===== src/rtl/lsu_pkg.sv =====
// Shared types and constants for the load/store unit.
package lsu_pkg;
    localparam int XLen         = 32;
    localparam int MemAddrWidth = 10;
    localparam int BeWidth      = XLen / 8;

    typedef enum logic [1:0] {
        IDLE,
        ISSUE,
        WAIT,
        DONE
    } state_e;

    localparam logic [2:0] F3_B  = 3'b000;
    localparam logic [2:0] F3_H  = 3'b001;
    localparam logic [2:0] F3_W  = 3'b010;
    localparam logic [2:0] F3_BU = 3'b100;
    localparam logic [2:0] F3_HU = 3'b101;
endpackage


===== src/rtl/lsu_align.sv =====
// Combinational lane logic: byte enables, store replication, load extraction, legality.
module lsu_align
    import lsu_pkg::*;
(
    input  logic               we,
    input  logic [2:0]         funct3,
    input  logic [1:0]         offset,
    input  logic [XLen-1:0]    wdata,
    input  logic [XLen-1:0]    rdata_raw,
    output logic [BeWidth-1:0] be,
    output logic [XLen-1:0]    wdata_rep,
    output logic [XLen-1:0]    load_val,
    output logic               fault
);
    logic [XLen-1:0] lane;

    // Addressed byte/halfword moved down to bit 0.
    assign lane = rdata_raw >> {offset, 3'b000};

    // Width decode; rejected accesses never enable any byte lane.
    always_comb begin
        be        = '0;
        wdata_rep = wdata;
        load_val  = lane;
        fault     = 1'b0;
        case (funct3)
            F3_B, F3_BU: begin
                be        = 4'b0001 << offset;
                wdata_rep = {4{wdata[7:0]}};
                load_val  = funct3[2] ? {24'b0, lane[7:0]} : {{24{lane[7]}}, lane[7:0]};
                fault     = we & funct3[2];
            end
            F3_H, F3_HU: begin
                be        = 4'b0011 << offset;
                wdata_rep = {2{wdata[15:0]}};
                load_val  = funct3[2] ? {16'b0, lane[15:0]} : {{16{lane[15]}}, lane[15:0]};
                fault     = offset[0] | (we & funct3[2]);
            end
            F3_W: begin
                be    = 4'b1111;
                fault = |offset;
            end
            default: fault = 1'b1;
        endcase
        if (fault) be = '0;
    end
endmodule


===== src/rtl/lsu.sv =====
// Load/store unit: one core access at a time onto a req/gnt/rvalid word memory.
module lsu
    import lsu_pkg::*;
(
    input  logic                    clk_i,
    input  logic                    rst_i,
    input  logic                    req_i,
    input  logic                    we_i,
    input  logic [2:0]              funct3_i,
    input  logic [XLen-1:0]         addr_i,
    input  logic [XLen-1:0]         wdata_i,
    output logic                    ready_o,
    output logic                    done_o,
    output logic                    fault_o,
    output logic [XLen-1:0]         rdata_o,
    output logic                    mem_req_o,
    output logic                    mem_we_o,
    output logic [BeWidth-1:0]      mem_be_o,
    output logic [MemAddrWidth-1:0] mem_addr_o,
    output logic [XLen-1:0]         mem_wdata_o,
    input  logic                    mem_gnt_i,
    input  logic                    mem_rvalid_i,
    input  logic [XLen-1:0]         mem_rdata_i
);
    state_e state, state_n;

    logic       we_q, fault_q;
    logic [2:0] f3_q;
    logic [1:0] off_q;

    logic               a_we;
    logic [2:0]         a_f3;
    logic [1:0]         a_off;
    logic [BeWidth-1:0] be;
    logic [XLen-1:0]    wdata_rep, load_val;
    logic               fault;
    logic               accept;

    // Idle decodes the live request; afterwards the captured fields drive the lanes.
    assign a_we   = (state == IDLE) ? we_i         : we_q;
    assign a_f3   = (state == IDLE) ? funct3_i     : f3_q;
    assign a_off  = (state == IDLE) ? addr_i[1:0]  : off_q;
    assign accept = (state == IDLE) && req_i;

    lsu_align u_align (
        .we        (a_we),
        .funct3    (a_f3),
        .offset    (a_off),
        .wdata     (wdata_i),
        .rdata_raw (mem_rdata_i),
        .be        (be),
        .wdata_rep (wdata_rep),
        .load_val  (load_val),
        .fault     (fault)
    );

    // State register; reset abandons any in-flight transaction.
    always_ff @(posedge clk_i or posedge rst_i) begin
        if (rst_i) state <= IDLE;
        else       state <= state_n;
    end

    // Next state and handshake outputs.
    always_comb begin
        state_n   = state;
        ready_o   = 1'b0;
        done_o    = 1'b0;
        fault_o   = 1'b0;
        mem_req_o = 1'b0;
        case (state)
            IDLE: begin
                ready_o = 1'b1;
                if (req_i) state_n = fault ? DONE : ISSUE;
            end
            ISSUE: begin
                mem_req_o = 1'b1;
                if (mem_gnt_i) state_n = we_q ? DONE : WAIT;
            end
            WAIT: begin
                if (mem_rvalid_i) state_n = DONE;
            end
            DONE: begin
                done_o  = 1'b1;
                fault_o = fault_q;
                state_n = IDLE;
            end
            default: state_n = IDLE;
        endcase
    end

    // Capture the request and memory-side fields once; they stay put through the handshake.
    always_ff @(posedge clk_i or posedge rst_i) begin
        if (rst_i) begin
            we_q        <= 1'b0;
            f3_q        <= '0;
            off_q       <= '0;
            fault_q     <= 1'b0;
            mem_we_o    <= 1'b0;
            mem_be_o    <= '0;
            mem_addr_o  <= '0;
            mem_wdata_o <= '0;
            rdata_o     <= '0;
        end else begin
            if (accept) begin
                we_q        <= we_i;
                f3_q        <= funct3_i;
                off_q       <= addr_i[1:0];
                fault_q     <= fault;
                mem_we_o    <= we_i & ~fault;
                mem_be_o    <= be;
                mem_addr_o  <= addr_i[MemAddrWidth+1:2];
                mem_wdata_o <= wdata_rep;
            end
            if ((state == WAIT) && mem_rvalid_i) rdata_o <= load_val;
        end
    end
endmodule


===== config.mk =====
export PLATFORM = sky130hd
export DESIGN_NAME = lsu
export DESIGN_NICKNAME = d
export VERILOG_FILES = /design/src/rtl/lsu_pkg.sv /design/src/rtl/lsu_align.sv /design/src/rtl/lsu.sv
export SDC_FILE = /design/constraint.sdc
export NUM_CORES = 1
export LEC_CHECK = 0
export CAP_MARGIN = 20
export CORE_ASPECT_RATIO = 0.5
export CORE_MARGIN = 4
export CORE_UTILIZATION = 40
export DETAILED_ROUTE_END_ITERATION = 10
export PLACE_DENSITY = 0.76
export SETUP_SLACK_MARGIN = 0.2
export SLEW_MARGIN = 20
export SYNTH_ARGS = -nofsm -noshare
export SYNTH_HDL_FRONTEND = slang
export SYNTH_SLANG_ARGS = --single-unit

===== constraint.sdc =====
create_clock -name clk_i -period 6.76 [get_ports clk_i]
set_input_delay 1.69 -clock clk_i [delete_from_list [all_inputs] [get_ports clk_i]]
set_output_delay 1.69 -clock clk_i [all_outputs]
set_load 0.01 [all_outputs]

Yosys cells after proc, flatten, opt, wreduce, memory -nomap -nowiden
Cells that the tools add are included.
- eq/ne operators: 10
- shifts and indexed selects: 3
- mux-type cells: 20
- bitwise operators: 4
- reductions and logical operators: 8
- operators by type and width (operator ; number):
    $pmux 32 s2 ; 2
    $mux 32 ; 2
    $shr 32x5->32 ; 1
    $pmux 4 s3 ; 1
    $mux 2 ; 5
    $pmux 2 s4 ; 1
    $eq 3x3->1 const B ; 2
    $mux 1 ; 6
    $ne 2x2->1 const B ; 3
    $reduce_or 2->1 ; 3
    $eq 2x2->1 const B ; 2
    $mux 4 ; 1
    $shl 1x2->4 const A ; 1
    $shl 2x2->4 const A ; 1
    $eq 3x1->1 const B ; 1
    $eq 3x2->1 const B ; 1
    $logic_not 3->1 ; 1
    $mux 3 ; 1
    $pmux 1 s3 ; 1
    $reduce_and 3->1 ; 1
    $and 1x1->1 ; 2
    $eq 2x1->1 const B ; 1
    $logic_and 1x1->1 ; 2
    $logic_not 2->1 ; 1
    other kinds (2) ; 2
- bits in registers: 88
- input bits: 105
- output and inout bits: 83
- word-level logic and storage cells: 55

Longest topological paths before layout
- depth after elaboration: 8
- mapped depth: 10
- gate-level depth less buffers: 7

Modules after synthesis
From an unflattened synthesis, not the netlist that was laid out.
- cells, all modules: 415
- area total of the unflattened synthesis: 4987.3 µm²
- by module, submodules not included (module ; times used ; cells an instance ; area an instance (µm²) ; sequential area each (µm²)):
    lsu ; 1 ; 212 ; 3676.0 ; 2202.1
    lsu_align ; 1 ; 203 ; 1311.3 ; 0.0

Worst setup path before layout
Ideal clock, no wire load.
- path type: input-to-reg
- start point: input port addr_i[0]
- end point: register rdata_o[8]
- setup time: 137 ps
- arrival time: 2787 ps
- required time: 6623 ps
- setup slack: 3837 ps
- stages: 5
- buffers on the path: 0
- cell sequence: mux2_4 mux2i_1 a22oi_2 a21oi_1 a21oi_1
- longest elaborated chain between the ends: 4
- elaborated cells between the ends (all ways): 5
- classes of those cells: shift: 1; mux: 4
- RTL lines (item ; line ; text):
    start, declared ; lsu.sv:10 ; input logic [XLen-1:0] addr_i,
    $mux 2 * ; lsu.sv:42 ; assign a_off = (state == IDLE) ? addr_i[1:0] : off_q;
    $shr 32x5->32 * ; lsu_align.sv:18 ; assign lane = rdata_raw >> {offset, 3'b000};
    $mux 32, on equally long branches ; lsu_align.sv:36, lsu_align.sv:30 ;
    $pmux 32 s2 * ; lsu_align.sv:26 ; case (funct3)
    end signal, assigned ; lsu.sv:114 ; if ((state == WAIT) && mem_rvalid_i) rdata_o <= load_val;
    end, declared ; lsu.sv:15 ; output logic [XLen-1:0] rdata_o,
Every way passes the cells marked *; elsewhere a longest branch is shown, timed or not.
A chain may end at the register's enable or synchronous reset.

Worst setup path in the final report
- start point: register state[0]
- end point: output port ready_o
- longest elaborated chain between the ends: 2
- RTL lines (item ; line ; text):
    start, declared ; lsu.sv:25 ; state_e state, state_n;
    start signal, assigned ; lsu.sv:60 ; else state <= state_n;
    $logic_not 2->1 ; lsu.sv:70 ; case (state)
    $mux 1 ; lsu.sv:70 ;
    end, declared ; lsu.sv:12 ; output logic ready_o,
Every way passes these cells.

==> summary.md <==
| Metric | Value |
|---|---|
| Crit Path Class | reg2out |
| Worst vdd ir | 0.197 mV |
| Pre-CTS setup slack | 2.69 ns |
| CP peak stage delay | 0.87 ns |
| Fin area | 6530 sq um |
| Antenna-violating nets left | 0 |
| Pre-antenna DRT Iters | 7 |
| Global route total overflow | 0 |
| Worst-path clk slew | 0.06 ns |
| Total power | between 3 and 4 mW |
| Final WL | 13100 um |
| Via count | 4014 |
| #FFs+latches synth | 88 |
| Max cap viols | 0 |
| Worst skew pair latency | 0.34 ns |
| DR iter-0 viols | 206 |
| Die W | 158 um |
| CTS max path bufs | 2 |
| Slew headroom | 30.5% |
| Initial Util | between 40 and 50% |
| Fin crit share | 61.3% |
| Port bufs | 167 |
| Pwr/cell area | 492 nW/um^2 |
| Root Buffer Master | clkbuf_16 |
| Comb power frac | 55.0% |
| CP top delay family | adder cells |
| Met3 WL | 1300 um |
| Area leader, netlist | dfrtp_1 |
| WP data required | 5.07 ns |
| Worst Tran Pin Value | 1.02 ns |
| Initial antenna violation count | 0 |
| DIE AREA | 13100 sq um |
| Dpl hpwl | 9460 um |
| Final Setup Violations | 0 |
| Syn-to-layout area delta | 45.6% |
| Crit path buffers/inverters | 2 |
| Cts hold-fix bufs | 0 |
| P_sw | 1.27 mW |
| Met1 wire length | 5620 um |
| Nets | 727 |
| Slowest cell on crit path | ha_1 |
| Post-synthesis sequential area ratio | roughly half |
| Total GRT Usage | 20.1% |
| Share of total power in sequential cells | 29.1% |
| Reg2Reg Launch Point | state[0] |
| Status | complete, no violations |
| Drt drc | 0 |
| Final hold vios | 0 |
| Min-Delay Path Class | reg2reg |
| Row count | 26 |
| Post-DP Area | 6220 sq um |
| Clock Power Share | 15.9% |
| H-tree Lvls | 3 |
| Yosys top cell area share | approximately half |
| Hold path cells | 2 |
| DR vias/cell | 5.27 |
| Most frequent cells in the layout | clkdlybuf4s50_1, dfrtp_1, nand2_1 |
| CORE AREA | about 11000 sq um |
| Top sig layer | met4 |
| Commonest non-fill, non-tap cell in the layout | clkdlybuf4s50_1 |
| Avg Synthesized Cell Area | 9.69 sq um |
| Total CTS buffers | 9 |
| CTS tree | built |
| Number of distinct library cells after synthesis | 43 |
| Internal Pwr Total | 1.95 mW |
| Max Transition Viols Final | 0 |
| Min Tclk post-route | about 4.1 ns |
| Worst setup EP type | primary output |
| Worst Hold Path EP | fault_q |
| Met2 WL | a little over 6000 um |
| Largest net degree at the start of global routing | 56 |
| Drt wl/cell | 17.1 um |
| First-pass GRT wire length | 21100 um |
| Post-CTS Setup Repair Bufs | 0 |
| Setup Total Neg Slack | 0 ns |
| Vias in the first global route | 4109 |
| Cells resized by post-CTS repair | 0 |
| Sw Share | 39.4% |
| Syn Inst Count | 463 |
| Critical Path, Cell by Cell | inv_1, ha_1, clkdlybuf4s50_1 |
| WP data arrival | 2.46 ns |
| # diodes | 0 |
| Clk sinks | 88 |
| Unrepaired setup endpoints after global routing | no |
| Most used DFF post-synth | dfrtp_1 |
| Slack of the critical path | 2.61 ns |
| EDFF count, synth | 0 |
| Top cells by area, synth | dfrtp_1, mux2_2, nand2_1 |
| Syn_nets | around 570 |
| R2R depth | 7 |
| Hold WS | 0.471 ns |
| FFs w/ async S/R, synth | 100% |
| Achievable frequency | 241 MHz |
| Worst R2R Setup Slack | 3.50 ns |
| CP Launch Type | register |
| YS warnings | 0 |
| GPL Wtd Cong | 0.889 |
| Clock Skew | 0.00876 ns |
| Crit-path max FO | 28 |
| Synth Cell Area | between 4000 and 5000 sq um |
| Share of cells above drive strength 1 | around 9.6% |
| # IOs | 188 |
| RR Endpoint | rdata_o[10] |
| P_leak | 2.83 nW |
| Die extent in y | 82.9 um |
| Worst hold start | fault_q |
## area by class of cell
type	instances	area, sq um
clock inverters	6	66.3
multi-input cells	338	2110
well taps	140	175
inverters	9	35.0
clock buffers	10	239
repair buffers	171	1700
flip-flops and latches	88	2200
fillers	888	4050
## per-stage QoR
stage / utilization [%] / std cells
final: 61.7 / 762
after global routing: 61.7 / 762
after detailed placement: 58.9 / 746
after global placement: 58.9 / 746
after CTS: 61.7 / 762
after floorplan: - / 463
## tightest hold or removal path, cell delays in order (launching register included)
cell	delay (ns)
dfrtp_1	0.33
nand2_1	0.04
o21ai_0	0.06
## flip-flops by register name (all words and copies together), names as in the netlist
| register | count |
|---|---|
| fault_q | 1 |
| state | 2 |
| mem_wdata_o | 32 |
| mem_we_o | 1 |
| off_q | 2 |
| we_q | 1 |
| mem_addr_o | 10 |
| f3_q | 3 |
| rdata_o | 32 |
| mem_be_o | 4 |
## cells by family after synthesis
kind of cell / share of synthesized area (%)
AOI/OAI and AO/OA: 16.9
buffers and inverters: 4.02
DFF: 49.1
and+or+nand+nor: 15.1
adders and majority gates: 1.40
muxes: 13.5
## metal layers
layer,vias up,GRT usage [%]
li1,1929,-
met3,8,8.26
met2,152,32.5
met1,1925,25.3
met4,0,4.37
met5,-,0
## power groups by stage
| stage | Clock, mW | Sequential (mW) | Combinational, mW |
|---|---|---|---|
| final | 0.512 | 0.934 | 1.77 |
| after global placement | 0 | 0.931 | 1.74 |
| after detailed placement | 0 | 0.943 | 1.77 |
| after floorplan | 0 | 1.03 | 0.933 |
| after global routing | 0.553 | 0.968 | 1.93 |
| after CTS | 0.526 | 0.936 | 1.78 |
## worst max path at each step
stage | startpoint | end | slack (ns) | depth (start not counted)
global route | state[0] | ready_o | 2.47 | 3
floorplan | rst_i | f3_q[0] | 2.79 | 1
finish | state[0] | ready_o | 2.61 | 3
detailed placement | addr_i[0] | rdata_o[10] | 2.69 | 6
global placement | addr_i[0] | rdata_o[8] | 2.76 | 6
CTS | state[0] | ready_o | 2.61 | 3
## synthesized netlist by cell type, drive strengths merged (2+ instances only)
cell	n
nor2	48
nor2b	12
o21ai	41
mux2i	26
mux2	30
clkbuf	13
nand3	8
buf	15
nor3	5
a22o	2
dfrtp	88
and2	6
a21oi	43
a22oi	3
nor3b	2
o2bb2ai	7
a221oi	9
nand2	75
ha	5
o32a	2
inv	9
a41o	2
(Power assumes the default switching activity.)
